==> config.mk <==
export PLATFORM = sky130hd
export DESIGN_NAME = lcd_text_driver
export DESIGN_NICKNAME = d
export VERILOG_FILES = /design/src/rtl/lcd_text_driver.sv
export SDC_FILE = /design/constraint.sdc
export NUM_CORES = 1
export LEC_CHECK = 0
export BUFFER_PORTS_ARGS = -buffer_cell sky130_fd_sc_hd__buf_2
export CELL_PAD_IN_SITES_DETAIL_PLACEMENT = 0
export CELL_PAD_IN_SITES_GLOBAL_PLACEMENT = 1
export CORE_ASPECT_RATIO = 1.5
export CORE_MARGIN = 10
export CORE_UTILIZATION = 46
export CTS_CLUSTER_DIAMETER = 100
export DETAILED_ROUTE_END_ITERATION = 10
export PLACE_DENSITY_LB_ADDON = 0.1
export SLEW_MARGIN = 0
export SYNTH_ARGS = -nofsm -noshare
export SYNTH_HDL_FRONTEND = slang
export SYNTH_SLANG_ARGS = --single-unit
==> constraint.sdc <==
create_clock -name iCLK -period 6.62 [get_ports iCLK]
set_input_delay 1.986 -clock iCLK [delete_from_list [all_inputs] [get_ports iCLK]]
set_output_delay 1.986 -clock iCLK [all_outputs]
set_load 0.01 [all_outputs]
==> src/rtl/lcd_text_driver.sv <==
// lcd_text_driver: renders eight 5-bit character codes as ASCII on line 1 of an
// HD44780-compatible 16x2 LCD over an 8-bit write-only bus. All LCD timing is
// counted; the busy flag is never read.
//
// Optional build macro LCD_MODE_LABEL_EN: when defined, every frame appends a
// line-2 label "TX" or "RX" chosen by the snapshotted iMode.
//
// state         | meaning
// S_PWR_WAIT    | power-on delay before the first LCD access
// S_FRAME_START | capture iChars/iMode snapshot; doubles as first SETUP cycle of 0x80
// S_SETUP       | DATA/RS driven, EN low
// S_EN_HI       | EN strobe high
// S_WAIT        | EN low, command/data execution delay
//
// ready_q selects the byte table: low = INIT commands, high = LINE1 (and label) writes.
module lcd_text_driver #(
  parameter int EN_PULSE_CYC = 25,
  parameter int CMD_WAIT_CYC = 2500,
  parameter int CLR_WAIT_CYC = 100000,
  parameter int PWR_WAIT_CYC = 750000
) (
  input  logic        iCLK,
  input  logic        iRST,
  input  logic [39:0] iChars,
  input  logic        iMode,
  output logic [7:0]  oLCD_DATA,
  output logic        oLCD_RS,
  output logic        oLCD_RW,
  output logic        oLCD_EN,
  output logic        oLCD_ON,
  output logic        oLCD_BLON,
  output logic        oReady,
  output logic        oFrameDone
);

  localparam int MAX_A   = (EN_PULSE_CYC > CMD_WAIT_CYC) ? EN_PULSE_CYC : CMD_WAIT_CYC;
  localparam int MAX_B   = (CLR_WAIT_CYC > PWR_WAIT_CYC) ? CLR_WAIT_CYC : PWR_WAIT_CYC;
  localparam int MAX_CYC = (MAX_A > MAX_B) ? MAX_A : MAX_B;
  localparam int CNT_W   = $clog2(MAX_CYC + 1);

  localparam logic [CNT_W-1:0] CNT_ONE = CNT_W'(1);
  localparam logic [CNT_W-1:0] PWR_LD  = CNT_W'(PWR_WAIT_CYC - 1);
  localparam logic [CNT_W-1:0] EN_LD   = CNT_W'(EN_PULSE_CYC - 1);
  localparam logic [CNT_W-1:0] CMD_LD  = CNT_W'(CMD_WAIT_CYC - 1);
  localparam logic [CNT_W-1:0] CLR_LD  = CNT_W'(CLR_WAIT_CYC - 1);
  localparam logic [CNT_W-1:0] SETUP_LD = CNT_W'(1);

  localparam logic [3:0] INIT_LAST = 4'd3;
`ifdef LCD_MODE_LABEL_EN
  localparam logic [3:0] FRAME_LAST = 4'd11;
`else
  localparam logic [3:0] FRAME_LAST = 4'd8;
`endif

  typedef enum logic [2:0] {
    S_PWR_WAIT,
    S_FRAME_START,
    S_SETUP,
    S_EN_HI,
    S_WAIT
  } state_t;

  state_t           state_q, state_d;
  logic [CNT_W-1:0] cnt_q, cnt_d;
  logic [3:0]       step_q, step_d;
  logic [7:0]       data_q, data_d;
  logic             rs_q, rs_d;
  logic             en_q, en_d;
  logic             ready_q, ready_d;
  logic             frame_done_q, frame_done_d;
  logic [39:0]      snap_q, snap_d;
`ifdef LCD_MODE_LABEL_EN
  logic             mode_q, mode_d;
`else
  logic             unused_mode;
  assign unused_mode = iMode;
`endif

  logic [4:0] snap_chars [8];
  logic [3:0] nxt_step;
  logic [2:0] char_idx;
  logic [7:0] nxt_data;
  logic       nxt_rs;
  logic       last_step;

  function automatic logic [7:0] code_to_ascii(input logic [4:0] code);
    return (code < 5'd26) ? (8'h41 + {3'b000, code}) : 8'h20;
  endfunction

  // split the snapshot into per-character codes
  always_comb begin
    for (int k = 0; k < 8; k++) snap_chars[k] = snap_q[5*k +: 5];
  end

  // byte and RS for the write following the current one (column 0 = char7)
  always_comb begin
    nxt_step = step_q + 4'd1;
    char_idx = 3'(4'd8 - nxt_step);
    nxt_data = 8'h00;
    nxt_rs   = 1'b0;
    if (!ready_q) begin
      case (nxt_step)
        4'd1:    nxt_data = 8'h0C;
        4'd2:    nxt_data = 8'h01;
        4'd3:    nxt_data = 8'h06;
        default: nxt_data = 8'h38;
      endcase
    end else if (nxt_step <= 4'd8) begin
      nxt_data = code_to_ascii(snap_chars[char_idx]);
      nxt_rs   = 1'b1;
    end
`ifdef LCD_MODE_LABEL_EN
    else if (nxt_step == 4'd9) begin
      nxt_data = 8'hC0;
    end else begin
      nxt_rs   = 1'b1;
      nxt_data = (nxt_step == 4'd10) ? (mode_q ? 8'h54 : 8'h52) : 8'h58;
    end
`endif
  end

  assign last_step = ready_q ? (step_q == FRAME_LAST) : (step_q == INIT_LAST);

  // sequencer next-state: power-up wait, shared write engine, frame loop
  always_comb begin
    state_d = state_q;
    cnt_d   = cnt_q;
    step_d  = step_q;
    data_d  = data_q;
    rs_d    = rs_q;
    en_d    = en_q;
    ready_d = ready_q;
    snap_d  = snap_q;
`ifdef LCD_MODE_LABEL_EN
    mode_d  = mode_q;
`endif
    case (state_q)
      S_PWR_WAIT: begin
        if (cnt_q == '0) begin
          state_d = S_SETUP;
          cnt_d   = SETUP_LD;
          step_d  = 4'd0;
          data_d  = 8'h38;
          rs_d    = 1'b0;
        end else begin
          cnt_d = cnt_q - CNT_ONE;
        end
      end
      S_FRAME_START: begin
        // this cycle already drives 0x80, so only one SETUP cycle remains
        snap_d  = iChars;
`ifdef LCD_MODE_LABEL_EN
        mode_d  = iMode;
`endif
        state_d = S_SETUP;
        cnt_d   = '0;
      end
      S_SETUP: begin
        if (cnt_q == '0) begin
          state_d = S_EN_HI;
          en_d    = 1'b1;
          cnt_d   = EN_LD;
        end else begin
          cnt_d = cnt_q - CNT_ONE;
        end
      end
      S_EN_HI: begin
        if (cnt_q == '0) begin
          state_d = S_WAIT;
          en_d    = 1'b0;
          cnt_d   = (!rs_q && data_q == 8'h01) ? CLR_LD : CMD_LD;
        end else begin
          cnt_d = cnt_q - CNT_ONE;
        end
      end
      S_WAIT: begin
        if (cnt_q == '0) begin
          if (last_step) begin
            state_d = S_FRAME_START;
            ready_d = 1'b1;
            step_d  = 4'd0;
            data_d  = 8'h80;
            rs_d    = 1'b0;
          end else begin
            state_d = S_SETUP;
            cnt_d   = SETUP_LD;
            step_d  = nxt_step;
            data_d  = nxt_data;
            rs_d    = nxt_rs;
          end
        end else begin
          cnt_d = cnt_q - CNT_ONE;
        end
      end
      default: begin
        state_d = S_PWR_WAIT;
        cnt_d   = PWR_LD;
      end
    endcase
    frame_done_d = ready_q && (state_d == S_WAIT) && (cnt_d == '0) && (step_d == FRAME_LAST);
  end

  // state and registered outputs; reset drops EN without waiting for a clock
  always_ff @(posedge iCLK or posedge iRST) begin
    if (iRST) begin
      state_q      <= S_PWR_WAIT;
      cnt_q        <= PWR_LD;
      step_q       <= 4'd0;
      data_q       <= 8'h00;
      rs_q         <= 1'b0;
      en_q         <= 1'b0;
      ready_q      <= 1'b0;
      frame_done_q <= 1'b0;
      snap_q       <= '0;
`ifdef LCD_MODE_LABEL_EN
      mode_q       <= 1'b0;
`endif
    end else begin
      state_q      <= state_d;
      cnt_q        <= cnt_d;
      step_q       <= step_d;
      data_q       <= data_d;
      rs_q         <= rs_d;
      en_q         <= en_d;
      ready_q      <= ready_d;
      frame_done_q <= frame_done_d;
      snap_q       <= snap_d;
`ifdef LCD_MODE_LABEL_EN
      mode_q       <= mode_d;
`endif
    end
  end

  assign oLCD_DATA  = data_q;
  assign oLCD_RS    = rs_q;
  assign oLCD_RW    = 1'b0;
  assign oLCD_EN    = en_q;
  assign oLCD_ON    = 1'b1;
  assign oLCD_BLON  = 1'b1;
  assign oReady     = ready_q;
  assign oFrameDone = frame_done_q;

endmodule

Yosys cells after proc, flatten, opt, wreduce, memory -nomap -nowiden --
Index checks and enable logic that the tools add are counted.
Operators by class: add/sub/neg operators 4, magnitude comparators 3, equal/unequal tests 16, multiplexer cells 37, bitwise operators 1, reduce and logical (&&, ||, !) cells 13
Operator list (number):
- 20-bit 2-to-1 mux | 5
- 20-bit case mux with 5 select lines | 1
- 8-bit 2-to-1 mux | 6
- 20-bit zero test | 2
- 20-bit by 1-bit subtractor with 20-bit output, second input constant | 1
- 6-bit case mux with 3 select lines | 1
- 17-bit 2-to-1 mux | 1
- 8-bit case mux with 2 select lines | 1
- 5-bit binary-select mux with 3-bit select | 1
- 3-bit case mux with 5 select lines | 1
- 4-bit by 2-bit == test with 1-bit output, second input constant | 3
- 3-bit 2-to-1 mux | 4
- 4-bit 2-to-1 mux | 3
- 5-bit 2-to-1 mux | 2
- 3-bit AND reduction | 3
- 7-bit by 5-bit adder with 8-bit output, first input constant | 1
- 4-bit == test, second input constant | 2
- 8-bit by 1-bit == test with 1-bit output, second input constant | 1
- 2-bit != test, second input constant | 4
- 4-bit case mux with 2 select lines | 1
- 1-bit 2-to-1 mux | 7
- 3-bit by 2-bit == test with 1-bit output, second input constant | 2
- 3-bit == test, second input constant | 2
- 5-bit less-than comparator, second input constant | 1
- other kinds (13) | 18
Word-level totals: register bits 79, bits of input ports 43, output and inout port bits 15, logic and storage cells 83

Depth between registers and ports, before layout --
depth after elaboration 13, gate-level depth with buffers 10, depth with buffers taken out 10

Least setup slack after synthesis --
OpenSTA, ideal clock, no wires.
kind reg-to-reg, start point reg step_q[0], end point reg data_q[3], in the netlist oLCD_DATA[3], setup time 119 ps, arrival 2796 ps, data required time 6501 ps, setup slack 3706 ps, stages on the path, launching flop included 9, buffers on the path 0, clock period less this slack 2914 ps, cells stage by stage dfrtp_1 inv_2 ha_1 nor2_2 mux4_2 mux2i_1 nor2_1 a311o_1 o21a_1
Between the ends: word-level cells in the longest chain between the ends 13, elaborated cells between the ends (all ways) 22, those cells by class add/sub: 3; order compare: 2; eq/ne: 5; mux: 11; bitwise: 1
Ends and longest elaborated chain:
- from (decl) | line 65 | logic [3:0] step_q, step_d;
- from (signal assigned) | line 221 | step_q <= step_d;
- 4-bit by 1-bit adder with 4-bit output | line 97 | nxt_step = step_q + 4'd1;
- 1-bit by 3-bit subtractor with 3-bit output | line 98 | char_idx = 3'(4'd8 - nxt_step);
- 3-bit inverter with 4-bit output (not written as such) | line 109 | nxt_data = code_to_ascii(snap_chars[char_idx]);
- 5-bit binary-select mux with 3-bit select | line 109
- 5-bit 2-to-1 mux (not written as such) (2 in a row) | line 109
- 7-bit by 5-bit adder with 8-bit output or 5-bit less-than comparator (tied branches) | line 87 | return (code < 5'd26) ? (8'h41 + {3'b000, code}) : 8'h20;
- 8-bit 2-to-1 mux | line 87
- 8-bit 2-to-1 mux | line 108 | end else if (nxt_step <= 4'd8) begin
- 8-bit 2-to-1 mux | line 101 | if (!ready_q) begin
- 8-bit 2-to-1 mux (*) | line 178 | if (last_step) begin
- 8-bit 2-to-1 mux (*) | line 177 | if (cnt_q == '0) begin
- 8-bit case mux with 2 select lines (*) | line 137 | case (state_q)
- to (signal assigned) | line 222 | data_q <= data_d;
- to (decl) | line 66 | logic [7:0] data_q, data_d;
Every way passes the cells marked *; elsewhere a longest branch is shown, timed or not. The select of a mux whose other input is x is not followed. A chain may end at the register's enable or synchronous reset.

Worst setup path after layout --
start point reg step_q[0], end point reg data_q[4], in the netlist oLCD_DATA[4]
The elaborated chain is that of the path after synthesis.

==> results.ini <==
[outcome]
status = complete, no violations

[route]
ant_nets = 0
via_count = 3402
drc = 0
wl_per_cell_um = 19.8
dr.pass1.iters = 5
drt_iter0_drc = 169
drt_wl_total_um = 11300
detail_route.vias_per_cell = 5.98

[logic_synthesis]
synth_top_family_by_area = simple AND/OR/NAND/NOR gates
synth_xor_area_share_pct = 2.19
ys_seq_area_share_pct = 45.4
synth-seq-cells = 79
synth-main-ff-cell = dfrtp_1
yosys.area_share.simple_pct = 18.5
synth_edf_count = 0
syn_inst = 406
synth_top_area_share_pct = 37.6
synth_top_area_cell = dfrtp_1
netlist_top_cells_area = dfrtp_1, mux2_2, dfstp_2
synthMuxAreaShare_pct = 17.0
synth_compound_area_share_pct = 11.8
synth_area_mm2 = 0.00439
ys_async_sr_fraction_pct = 100
yosys_warnings = 0
syn_avg_cell_area_um2 = 10.8
synthAdderAreaFrac_pct = 1.71
synth.distinct_cells = 67

[global_route]
grt_overflow = 0
grt_max_degree = 43
grt_use_total_pct = 16.6
grt_pass1_vias = 3651
antenna_found_initial = 0
grt_pass1_wl_um = 18600

[clocking]
post_cts_buffers = 0
cts_resized = 0
cts_tree = yes
cts.path.max_buffers = 2
htreeDepth = 3
cts_root_buf = clkbuf_16
clk_latency_ns = 0.34
clk_pin_slew_ns = 0.05
cts_buffers = 9
cts_hold_buffers = 0
cts_num_sinks = 79

[final_layout]
n_antenna_cell = 0
fin_area_mm2 = 0.00507
fillers = 845
utilization_pct = 54.4
nets = 502
drive_gt1_share_pct = 32.6
area_delta_synth_final_pct = 15.4

[critical_path]
endpoint_kind = flip-flop
crit_fanout = 10
critical_path_class = flip-flop to flip-flop
crit_path_start_kind = flip-flop
crit_start = step_q[0]
regToRegStartpoint = step_q[0]
required_ns = 6.82
worstPathArrival_ns = 3.76

[floorplan]
die_h_um = 140
die_w_um = 99.8
die_area_mm2 = 0.0139
start_util_pct = 47.2
io_pins = 58
coreArea_mm2 = 0.00931
rows = 43

[sta]
fin_setup_tns_ns = 0
hold_slack_ns = 0.502
hold_viol = 0
slew_headroom_pct = 42.3
max_freq_ghz = 0.281
drv_slew = 0
fin_skew_ns = 0.0106
fin_crit_sh_pct = 53.7
post-route-min-period_ns = 3.56
tightest_slew_ns = 0.858
final-setup-viol-count = 0
rsz0062_at_grt = false

[worst_hold_path]
hold_class = flip-flop to flip-flop
min_from = snap_q[19]

[placed_design]
placed_cell_area_mm2 = 0.00474
gp_congestion = 0.882
dp_hpwl_um = 8560
portBuffers = 53

[power]
power_density_mw_per_mm2 = 207
p_leak_nw = 2.40
ir_drop_uv = 155

[job]
drv_cap = 0

report_power, final:
| group | switching (W) | internal (W) | leakage (nW) |
|---|---|---|---|
| logic | 0.0000130 | 0.00000889 | 1.20 |
| registers | 0 | 0.000483 | 1.03 |
| clock network | 0.000187 | 0.000358 | 0.165 |
cell usage after synthesis (all sizes together), types with 2 or more instances:
library cell / number
o211ai: 4
or3: 8
conb: 2
nand3: 14
a31oi: 5
buf: 6
inv: 12
nor4: 15
o41ai: 2
dfstp: 13
clkbuf: 15
nor2b: 2
and2: 3
mux2i: 7
and3: 2
nor2: 22
mux2: 40
nand4: 7
nor3: 17
o21ai: 20
nor3b: 3
o21a: 3
dfrtp: 66
xor2: 5
or4: 3
nand4bb: 2
o31ai: 2
ha: 6
nand4b: 2
a311o: 2
a21o: 8
nand2: 24
or4b: 2
xnor2: 6
nand2b: 3
a21boi: 2
a22o: 4
mux4: 10
a21oi: 18
or2: 3
flip-flops by register name (all words and copies together), names as in the netlist:
name and cells:
oLCD_EN 1, oReady 1, oFrameDone 1, step_q 4
oLCD_RS 1, cnt_q 20, state_q 3, snap_q 40
oLCD_DATA 8
critical path, stage by stage, from the launching register on:
cell	delay [ns]
dfrtp_1	0.52
inv_2	0.19
ha_1	0.29
nor2_2	0.62
mux4_2	0.60
mux2i_1	0.43
inv_1	0.10
ha_1	0.23
nor4bb_1	0.15
o21ai_0	0.20
a21oi_1	0.09
worst paths after layout:
check                          endpoint  slack [ns]  cells after the start
max                        oLCD_DATA[4]        3.06                     10
min                          snap_q[19]        0.50                      1
max reg2reg                oLCD_DATA[4]        3.06                     10
min reg2reg                  snap_q[19]        0.50                      1
max in group asynchronous    snap_q[13]        3.79                      3
min in group asynchronous      cnt_q[6]        1.81                      2
layer usage:
metal	GRT usage (%)	wire length [µm]	share of wire (%)
met4	7.72	300	2.7
met2	29.9	6190	55
met3	3.96	539	4.8
met5	0	0	0
met1	17.5	4260	38
layout by cell type, fill, tap and decap left out, types with 5 or more instances in the layout:
master     netlist  routed
mux2_2          40      40
a31oi_1          5       5
mux2i_1          7       7
nand4_1          5       5
o21ai_0         19      19
nand2_1         24      24
dfstp_2         13      13
xnor2_1          6       6
nor3_1          15      15
ha_1             6       6
nor4_1          13      13
dfrtp_1         66      66
or3_1            7       7
mux4_2          10      10
a21o_1           8       8
xor2_1           5       5
nor2_1          20      20
a21oi_1         18      18
clkbuf_16        0       9
buf_2            2      53
inv_1           11      10
nand3_1         14      14
cell families (layout without fill, tap and decap cells):
family	Yosys count	count (layout)
XOR/XNOR	11	11
adder cells (fa/ha/maj)	6	6
multiplexers	57	57
buffers and inverters	34	84
flip-flops	79	79
AND/OR/NAND/NOR	138	138
AO/OA/AOI/OAI	79	79
other	2	3
through the flow:
stage / setup slack, ns / instances / total power (W)
6_report: 3.06 / 569 / 0.00105
5_1_grt: 2.70 / 569 / 0.00109
4_1_cts: 2.98 / 569 / 0.00106
3_5_place_dp: 3.01 / 554 / 0.000515
3_3_place_gp: 3.06 / 554 / 0.000514
2_1_floorplan: 2.63 / 407 / 0.000501
cell type report:
cell class	instances	area, µm²	area share (%)
clock buffer	12	267	5.26
clock inverter	3	65.1	1.28
inverter	13	48.8	0.963
multi-input combinational	294	2270	44.7
sequential	79	1990	39.3
tap	112	140	2.77
timing repair buffer	56	288	5.68
(Power assumes the default switching activity.)
